===== src/rtl/spi_ss_sequencer.sv =====
// rtl/spi_ss_sequencer.sv - queued SPI frame sequencer with one-hot active-low slave selects
//
// Purpose: accepts {ss_sel, cmd} requests into a small FIFO and plays each one
// out as a full SPI frame (SCLK idle high, MOSI changes on falling edges,
// MISO captured on rising edges), framed by a select-setup and select-hold
// half period plus an inter-frame gap.
//
// Ports:
//   clk, rst        clock, synchronous active-high reset
//   wrt/ss_sel/cmd  single-cycle enqueue request (target slave, frame to send)
//   full, busy      queue full / queue non-empty or frame in progress
//   done            one-cycle pulse when a frame completes
//   rd_data, rd_ss  MISO bits and target of the last completed frame
//   err             one-cycle pulse when a request is dropped
//   MISO, MOSI      serial data in / out
//   SCLK            SPI clock, idle high
//   ss_n            active-low one-hot slave selects
module spi_ss_sequencer #(
  parameter int NUM_SS     = 5,
  parameter int FRAME_W    = 16,
  parameter int SCLK_DIV   = 16,
  parameter int FIFO_DEPTH = 4,
  localparam int SS_W      = (NUM_SS > 1) ? $clog2(NUM_SS) : 1
) (
  input  logic               clk,
  input  logic               rst,
  input  logic               wrt,
  input  logic [SS_W-1:0]    ss_sel,
  input  logic [FRAME_W-1:0] cmd,
  output logic               full,
  output logic               busy,
  output logic               done,
  output logic [FRAME_W-1:0] rd_data,
  output logic [SS_W-1:0]    rd_ss,
  output logic               err,
  input  logic               MISO,
  output logic               MOSI,
  output logic               SCLK,
  output logic [NUM_SS-1:0]  ss_n
);

  localparam int HALF  = SCLK_DIV / 2;
  localparam int HC_W  = (HALF > 1) ? $clog2(HALF) : 1;
  localparam int NH    = 2 * FRAME_W;
  localparam int NH_W  = $clog2(NH);
  localparam int PTR_W = $clog2(FIFO_DEPTH);

  typedef enum logic [2:0] {IDLE, FRONT, SHIFT, BACK, GAP} state_t;

  state_t             state, state_nxt;
  logic [HC_W-1:0]    hcnt;
  logic [NH_W-1:0]    half_idx;
  logic               half_end;
  logic [FRAME_W-1:0] tx_sr, rx_sr;
  logic [SS_W-1:0]    cur_ss;

  logic [SS_W-1:0]    q_ss  [FIFO_DEPTH];
  logic [FRAME_W-1:0] q_cmd [FIFO_DEPTH];
  logic [PTR_W-1:0]   rd_ptr, wr_ptr;
  logic [PTR_W:0]     count;
  logic               pop, push, sel_ok;

  // ---------------- command queue ----------------
  assign sel_ok = ({1'b0, ss_sel} < (SS_W+1)'(NUM_SS));
  assign full   = (count == (PTR_W+1)'(FIFO_DEPTH));
  assign pop    = (state == IDLE) && (count != '0);
  // A full queue still takes a request in the cycle the head is popped.
  assign push   = wrt && sel_ok && (!full || pop);
  assign busy   = (count != '0) || (state != IDLE);

  always_ff @(posedge clk) begin
    if (push) begin
      q_ss[wr_ptr]  <= ss_sel;
      q_cmd[wr_ptr] <= cmd;
    end
  end

  always_ff @(posedge clk) begin
    if (rst) begin
      rd_ptr <= '0;
      wr_ptr <= '0;
      count  <= '0;
      err    <= 1'b0;
    end else begin
      err <= wrt && !push;
      if (push) wr_ptr <= wr_ptr + PTR_W'(1);
      if (pop)  rd_ptr <= rd_ptr + PTR_W'(1);
      case ({push, pop})
        2'b10:   count <= count + (PTR_W+1)'(1);
        2'b01:   count <= count - (PTR_W+1)'(1);
        default: count <= count;
      endcase
    end
  end

  // ---------------- FSM: state register ----------------
  always_ff @(posedge clk) begin
    if (rst) state <= IDLE;
    else     state <= state_nxt;
  end

  // ---------------- FSM: next state ----------------
  assign half_end = (hcnt == HC_W'(HALF - 1));

  always_comb begin
    state_nxt = state;
    case (state)
      IDLE:    if (count != '0) state_nxt = FRONT;
      FRONT:   if (half_end) state_nxt = SHIFT;
      SHIFT:   if (half_end && half_idx == NH_W'(NH - 1)) state_nxt = BACK;
      BACK:    if (half_end) state_nxt = GAP;
      GAP:     if (half_end) state_nxt = IDLE;
      default: state_nxt = IDLE;
    endcase
  end

  // ---------------- datapath ----------------
  // Every non-idle state is built from half-SCLK-period slices; hcnt times a
  // slice and half_idx numbers the slices inside SHIFT (even = SCLK low).
  always_ff @(posedge clk) begin
    if (rst) begin
      hcnt     <= '0;
      half_idx <= '0;
      tx_sr    <= '0;
      rx_sr    <= '0;
      cur_ss   <= '0;
      done     <= 1'b0;
      rd_data  <= '0;
      rd_ss    <= '0;
    end else begin
      done <= 1'b0;
      if (state == IDLE || half_end) hcnt <= '0;
      else                           hcnt <= hcnt + HC_W'(1);
      case (state)
        IDLE: if (pop) begin
          tx_sr    <= q_cmd[rd_ptr];
          cur_ss   <= q_ss[rd_ptr];
          rx_sr    <= '0;
          half_idx <= '0;
        end
        SHIFT: if (half_end) begin
          half_idx <= half_idx + NH_W'(1);
          if (!half_idx[0])
            rx_sr <= {rx_sr[FRAME_W-2:0], MISO};       // SCLK rising
          else if (half_idx != NH_W'(NH - 1))
            tx_sr <= {tx_sr[FRAME_W-2:0], 1'b0};       // SCLK falling, not the first
        end
        BACK: if (half_end) begin
          done    <= 1'b1;
          rd_data <= rx_sr;
          rd_ss   <= cur_ss;
        end
        default: ;
      endcase
    end
  end

  // MOSI only moves when tx_sr shifts, so it is stable outside falling edges.
  assign MOSI = tx_sr[FRAME_W-1];

  // ---------------- FSM: outputs ----------------
  always_comb begin
    SCLK = 1'b1;
    ss_n = '1;
    case (state)
      FRONT, BACK: ss_n = ~(NUM_SS'(1) << cur_ss);
      SHIFT: begin
        ss_n = ~(NUM_SS'(1) << cur_ss);
        SCLK = half_idx[0];
      end
      default: ;
    endcase
  end

endmodule


===== config.mk =====
export PLATFORM = sky130hd
export DESIGN_NAME = spi_ss_sequencer
export DESIGN_NICKNAME = d
export VERILOG_FILES = /design/src/rtl/spi_ss_sequencer.sv
export SDC_FILE = /design/constraint.sdc
export NUM_CORES = 1
export LEC_CHECK = 0
export BUFFER_PORTS_ARGS = -buffer_cell sky130_fd_sc_hd__buf_4
export CORE_MARGIN = 3
export CORE_UTILIZATION = 39
export DETAILED_ROUTE_END_ITERATION = 16
export GPL_ROUTABILITY_DRIVEN = 0
export PLACE_DENSITY = 0.68
export SYNTH_ARGS = -nofsm -noshare
export SYNTH_HDL_FRONTEND = slang
export SYNTH_SLANG_ARGS = --single-unit

===== constraint.sdc =====
create_clock -name clk -period 2.55 [get_ports clk]
set_input_delay 0.3825 -clock clk [delete_from_list [all_inputs] [get_ports clk]]
set_output_delay 0.3825 -clock clk [all_outputs]
set_load 0.02 [all_outputs]

==> results of run 1 <==
==> cells by family (layout without fill, tap and decap cells) <==
family                     Yosys count  count (layout)
AOI/OAI and AO/OA                   72              72
DFF                                152             152
and+or+nand+nor                    188             188
xor gates and xnor gates             5               5
buffers and inverters               35             105
adders and majority gates            9               9
muxes                               23              23
==> power by group <==
group | total, mW | switching (mW) | internal (mW) | leakage, nW
clock | 2.64 | 1.06 | 1.58 | 0.311
combinational | 1.28 | 0.728 | 0.552 | 0.904
sequential | 2.94 | 0.164 | 2.78 | 1.31
total | 6.86 | 1.95 | 4.91 | 2.53
==> state kept, by name, indices dropped and copies added, names as in the netlist, named ones only <==
signal    flops
tx_sr        16
rd_ptr        2
state         3
q_ss         12
cur_ss        3
rd_ss         3
count         3
err           1
wr_ptr        2
rd_data      16
rx_sr        16
half_idx      5
hcnt          3
done          1
q_cmd        64
==> area by class of cell <==
class / count / area (µm²) / area share (%)
flip-flops and latches: 152 / 3800 / 52.9
multi-input cells: 297 / 1970 / 27.4
repair buffers: 69 / 543 / 7.55
clock buffers: 17 / 425 / 5.92
well taps: 184 / 230 / 3.20
clock inverters: 15 / 201 / 2.80
inverters: 4 / 15.0 / 0.209
==> per-stage QoR <==
step	power, mW	cells	hold WS [ns]	setup WS (ns)
3_5_place_dp	4.28	706	0.443	0.272
4_1_cts	6.94	738	0.128	0.167
2_1_floorplan	3.89	484	0.408	0.388
6_report	6.86	738	0.149	0.158
5_1_grt	7.19	738	0.134	0.0227
3_3_place_gp	4.23	706	0.418	0.381
==> critical path, delay by kind of cell (launching register included) <==
kind                       cells  cell delay, ns
AOI/OAI and AO/OA              2            0.69
and+or+nand+nor                3            0.46
adders and majority gates      2            0.41
DFF                            1            0.37
buffers and inverters          1            0.34
==> Yosys cell counts, drive strengths merged (4+ instances only) <==
cell,number,share of area [%]
buf,9,0.72
inv,4,0.25
a311oi,15,2.2
nand3b,4,0.51
nand3,21,1.8
nor3,8,0.68
nor2,31,2.0
mux4,19,7.3
clkbuf,22,1.4
and2,7,0.74
dfxtp,76,26
nand2b,6,0.64
a21oi,42,3.6
ha,8,1.7
nand2,97,6.2
edfxtp,76,39
==> per-layer routing <==
layer  vias to the layer above  GRT usage, %
met3                        25          3.99
met5                         -             0
met1                      1833          18.5
met2                        84          22.5
met4                         0          7.54
li1                       1878             -
==> final timing paths <==
check                                              start                endpoint  slack (ns)  cells past startpoint
worst min-delay path                             cmd[12]  q_cmd[1][12]$_DFFE_PP_        0.15                      1
worst min register to register        hcnt[0]$_SDFF_PP0_      hcnt[0]$_SDFF_PP0_        0.45                      1
worst max-delay path            half_idx[0]$_SDFFE_PP0P_  tx_sr[11]$_SDFFE_PP0P_        0.16                      8
worst max register to register  half_idx[0]$_SDFFE_PP0P_  tx_sr[11]$_SDFFE_PP0P_        0.16                      8
==> cells in the final DEF, fill, tap and decap left out, types with 7 or more instances in the layout <==
master and count:
nor3_1 8, mux4_2 19, edfxtp_1 76, nand3_1 21, nor2_1 31, and2_1 7, dfxtp_1 76, buf_4 67
ha_1 8, nand2_1 97, clkbuf_16 17, a21oi_1 42, a311oi_1 15
==> qor.yml, run 1 <==
status:
  outcome: "completed"
yosys:
  synth.avg_cell_area_um2: 12.2
  synth_edf_count: 76
  synth_cell_type_count: 41
  synth_top_family_by_area: "simple AND/OR/NAND/NOR gates"
  yosys.area_share.simple_pct: 14.2
  syn-cell-area_um2: 5900
  synth_compound_area_share_pct: 8.21
  synthXorXnorAreaFrac_pct: 0.742
  ys_warn_count: 0
  syn-num-nets: 516
  synth_ff_type: "edfxtp_1"
  seq_area_frac_synth_pct: 64.5
  synthAdderAreaFrac_pct: 2.04
  syn-instance-count: 484
  async_reset_ff_share_pct: 0
  synth-seq-cells: 152
  synthMuxAreaShare_pct: 7.97
clock_tree:
  cts_resized: 0
  clkTransAtPathRegs_ns: 0.06
  hold_buffers: 0
  numCtsBuffers: 17
  post_cts_buffers: 0
  cts_buffer_depth: 2
  h-tree-depth: 4
  cts.sinks: 152
  clock_latency_ns: 0.43
  root_buffer: "clkbuf_16"
  tritoncts: "yes"
detailed_routing:
  vias_per_cell: 5.18
  wl_met1_um: 5010
  route.met2.wl_um: 5230
  via_count: 3820
  ant_nets: 0
  firstDrtPassIters: 4
  drc: 0
  wire_per_inst_um: 14.9
  met3_length_um: 538
  drt_iter0_markers: 343
  top_layer_used: "met4"
  wl_um: 11000
final_layout:
  antennaDiodeCount: 0
  final_area_um2: 7190
  nets: 573
  syn_to_final_growth_pct: 21.8
  fillers: 1250
  fin_util_pct: 49.1
  drive_gt1_share_pct: 22.4
global_routing:
  grt_max_degree: 47
  grt_pass1_vias: 3731
  grt_usage_pct: 14.5
  globalRouteOverflowTotal: 0
  antenna_found_initial: 0
  grt_pass1_wl_um: 18600
worst_setup_path:
  arrival_ns: 2.71
  crit_path_max_fanout: 31
  start_kind: "register"
  critPathKind: "reg -> reg"
  cpMaxStageDelayCell: "dfxtp_1"
  required_ns: 2.86
  endpoint_kind: "register"
  cp_common_cell: "ha_1"
  max_stage_delay_ns: 0.37
  path_cells: "ha_1, and3_1, ha_1, nand3b_1, a2111oi_4, buf_4, nor2_1, a311oi_1"
floorplan:
  core_area_um2: 14600
  rows: 44
  die_y_um: 129
  start_util_pct: 40.3
  die-area_um2: 16600
  chipWidth_um: 129
  io_pins: 53
run:
  drv_cap: 0
sta:
  final.period_utilization_pct: 93.8
  tns_ns: 0
  fin_crit_ns: 2.39
  slew_headroom_pct: 42.0
  setup_viol: 0
  worst_pin_slew_ns: 0.869
  hold_viol_final: 0
  slew_viol_final: 0
  clock.fmax_ghz: 0.418
  rsz0062_at_grt: "no"
  finClkSkew_ns: 0.00870
worst_hold_path:
  hp-class: "in -> reg"
placed_design:
  hpwlAfterDp_um: 7240
  numPortBuffers: 52
  place_area_um2: 6560
power:
  leakagePower_nw: 2.53
  power_density_nw_per_um2: 955
  peakVddDrop_uv: 543
Note: power is estimated with default switching activity, not from simulation.
==> run 2, diff against run 1 <==
Settings changed: ABC_AREA set to 1, CORE_UTILIZATION 39 to 50, PLACE_DENSITY 0.68 to 0.81.
==> qor.yml, run 2 <==
yosys:
  synth_cell_type_count: 33  # -20%
  synthTopCellsByCount: "nand2_1 (116), nor2_1 (111), dfxtp_1 (76), edfxtp_1 (76), o21ai_0 (73)"
  synth_edf_count: 76  # unchanged
  netlist.area_leader.share_pct: 35.5  # -3.1 points
  synth_largest_area_cell: "edfxtp_1"
  syn-num-nets: 716  # +39%
  synthMostInstantiatedCell: "nand2_1"
  synthXorXnorAreaFrac_pct: 0.136  # -0.61 points
  seq_area_frac_synth_pct: 59.2  # -5.2 points
  async_reset_ff_share_pct: 0  # unchanged
  synth.avg_cell_area_um2: 9.39  # -23%
  synthAdderAreaFrac_pct: 1.87  # -0.17 points
  synth_compound_area_share_pct: 10.9  # +2.7 points
  synth_ff_type: "edfxtp_1"
  yosys.area_share.simple_pct: 20.7  # +6.5 points
  syn-instance-count: 684  # +41%
  synthTopCellsByArea: "edfxtp_1 (36%), dfxtp_1 (24%), nand2_1 (6.8%)"
  ys_warn_count: 0  # unchanged
  syn-cell-area_um2: 6420  # +8.8%
  synth-seq-cells: 152  # unchanged
  synthMuxAreaShare_pct: 0  # -8.0 points
  synth_top_family_by_area: "simple AND/OR/NAND/NOR gates"
floorplan:
  chipWidth_um: 119  # -7.5%
  rows: 40  # -9.1%
  die_y_um: 119  # -7.5%
  die-area_um2: 14200  # -14%
  io_pins: 53  # unchanged
  core_area_um2: 12300  # -16%
  start_util_pct: 52.4  # +12 points
worst_setup_path:
  start_kind: "register"
  arrival_ns: 1.65  # -1.06 ns
  rrSetupSlack_ns: 0.51  # +0.36 ns
  reg2reg_to: "count[2]$_SDFFE_PP0P_"
  critPathKind: "reg -> out"
  crit_path_max_fanout: 6  # -81%
  endpoint_kind: "output port"
  timing.rr.start: "state[0]$_SDFFE_PP0P_"
  required_ns: 2.17  # -0.69 ns
  ff2ff_path_depth: 11  # +3
detailed_routing:
  wire_per_inst_um: 13.5  # -9.7%
  drt_iter0_markers: 345  # +0.58%
  via_count: 4611  # +21%
  wl_um: 12300  # +12%
  ant_nets: 0  # unchanged
  vias_per_cell: 5.06  # -2.3%
  firstDrtPassIters: 4  # unchanged
  drc: 0  # unchanged
final_layout:
  fin_util_pct: 61.1  # +12 points
  fillers: 977  # -22%
  fin_cells: 912  # +24%
  final_cell_mix: "nand2_1 (116), nor2_1 (111), dfxtp_1 (76), edfxtp_1 (76), o21ai_0 (73)"
  seq_area_um2: 3800  # unchanged
  syn_to_final_growth_pct: 16.8
  nets: 763  # +33%
  final_common_cell: "nand2_1"
  antennaDiodeCount: 0  # unchanged
  largest_register_ffs: 64  # unchanged
  drive_gt1_share_pct: 16.3  # -6.1 points
  top_register: "q_cmd"
  multi_input_area_um2: 2160  # +9.8%
sta:
  final.period_utilization_pct: 79.8  # -14 points
  worst_pin_slew_ns: 0.568  # -0.301 ns
  finClkSkew_ns: 0.0100  # +0.00132 ns
  fin_crit_ns: 2.04  # -0.357 ns
  clock.fmax_ghz: 0.491  # +18%
  slew_viol_final: 0  # unchanged
  slew_headroom_pct: 62.1  # +20 points
  rsz0062_at_grt: "no"
  layout_setup_ws_ns: 0.515  # +0.357 ns
  hold_viol_final: 0  # unchanged
  tns_ns: 0  # unchanged
  setup_viol: 0  # unchanged
worst_hold_path:
  min_to: "q_cmd[3][1]$_DFFE_PP_"
  hp-class: "in -> reg"
  min_path_cells: 1  # unchanged
  hp-start: "cmd[1]"
global_routing:
  globalRouteOverflowTotal: 0  # unchanged
  grt_max_degree: 33  # -30%
  antenna_found_initial: 0  # unchanged
  grt_pass1_vias: 4614  # +24%
  grt_usage_pct: 18.1  # +3.6 points
  grt_pass1_wl_um: 20700  # +11%
clock_tree:
  cts_buffer_depth: 2  # unchanged
  h-tree-depth: 4  # unchanged
  numCtsBuffers: 17  # unchanged
  post_cts_buffers: 0  # unchanged
  cts.sinks: 152  # unchanged
  hold_buffers: 0  # unchanged
  cts_resized: 0  # unchanged
  tritoncts: "yes"
  clock_latency_ns: 0.42  # about the same
  clkTransAtPathRegs_ns: 0.06  # about the same
  root_buffer: "clkbuf_16"
placed_design:
  placedCellCount: 880  # +25%
  hpwlAfterDp_um: 8030  # +11%
  pre_cts_ws_ns: 0.563  # +0.290 ns
  numPortBuffers: 52  # unchanged
power:
  leakagePower_nw: 2.93  # +16%
  power_density_nw_per_um2: 1060  # +11%
  peakVddDrop_uv: 529  # -2.6%
status:
  outcome: "completed"
run:
  drv_cap: 0  # unchanged
==> run 2: through the flow <==
stage | instance area (µm²) | hold slack (ns) | power (mW)
after CTS | 7500 | 0.144 | 7.97
final | 7500 | 0.157 | 7.93
after global placement | 6900 | 0.408 | 5.34
after global routing | 7500 | 0.149 | 8.44
after floorplan | 6420 | 0.399 | 5.08
after detailed placement | 6900 | 0.434 | 5.44
==> run 2: kinds of logic (layout without fill, tap and decap cells) <==
logic type | count (synthesis) | after routing
xor gates and xnor gates | 1 | 1
AOI/OAI and AO/OA | 138 | 138
buffers and inverters | 100 | 160
DFF | 152 | 152
adders and majority gates | 9 | 9
and+or+nand+nor | 284 | 284
==> run 2: cell type report <==
cell class	instances	area share (%)
clock inverters	15	2.35
repair buffers	63	6.31
flip-flops and latches	152	50.7
inverters	65	3.29
clock buffers	17	5.67
well taps	168	2.80
multi-input cells	432	28.8
==> run 2: worst max-delay path by stage <==
stage	start	end	slack, ns
finish	state[0]$_SDFFE_PP0P_	ss_n[2]	0.51
detailed placement	state[0]$_SDFFE_PP0P_	count[2]$_SDFFE_PP0P_	0.56
global placement	state[0]$_SDFFE_PP0P_	count[2]$_SDFFE_PP0P_	0.64
floorplan	state[1]$_SDFFE_PP0P_	q_cmd[0][0]$_DFFE_PP_	0.53
CTS	state[0]$_SDFFE_PP0P_	ss_n[2]	0.49
global route	state[0]$_SDFFE_PP0P_	count[2]$_SDFFE_PP0P_	0.29
==> run 2: critical path, cell delays in order (launching register included) <==
cell,delay (ns)
dfxtp_1,0.50
nor2_2,0.13
nor2_1,0.27
nand4_1,0.14
buf_4,0.19
==> run 2: metal layers <==
layer  global-route usage, %  share of wire [%]
met5                       0                  0
met4                    9.23                1.5
met3                    4.94                3.3
met2                    30.4                 50
met1                    21.3                 45
==> run 2: report_power, final <==
group	internal (mW)	leakage, nW	switching, mW
clock network	1.54	0.276	0.972
registers	2.82	1.31	0.170
logic	0.752	1.35	1.68
total	5.11	2.93	2.82
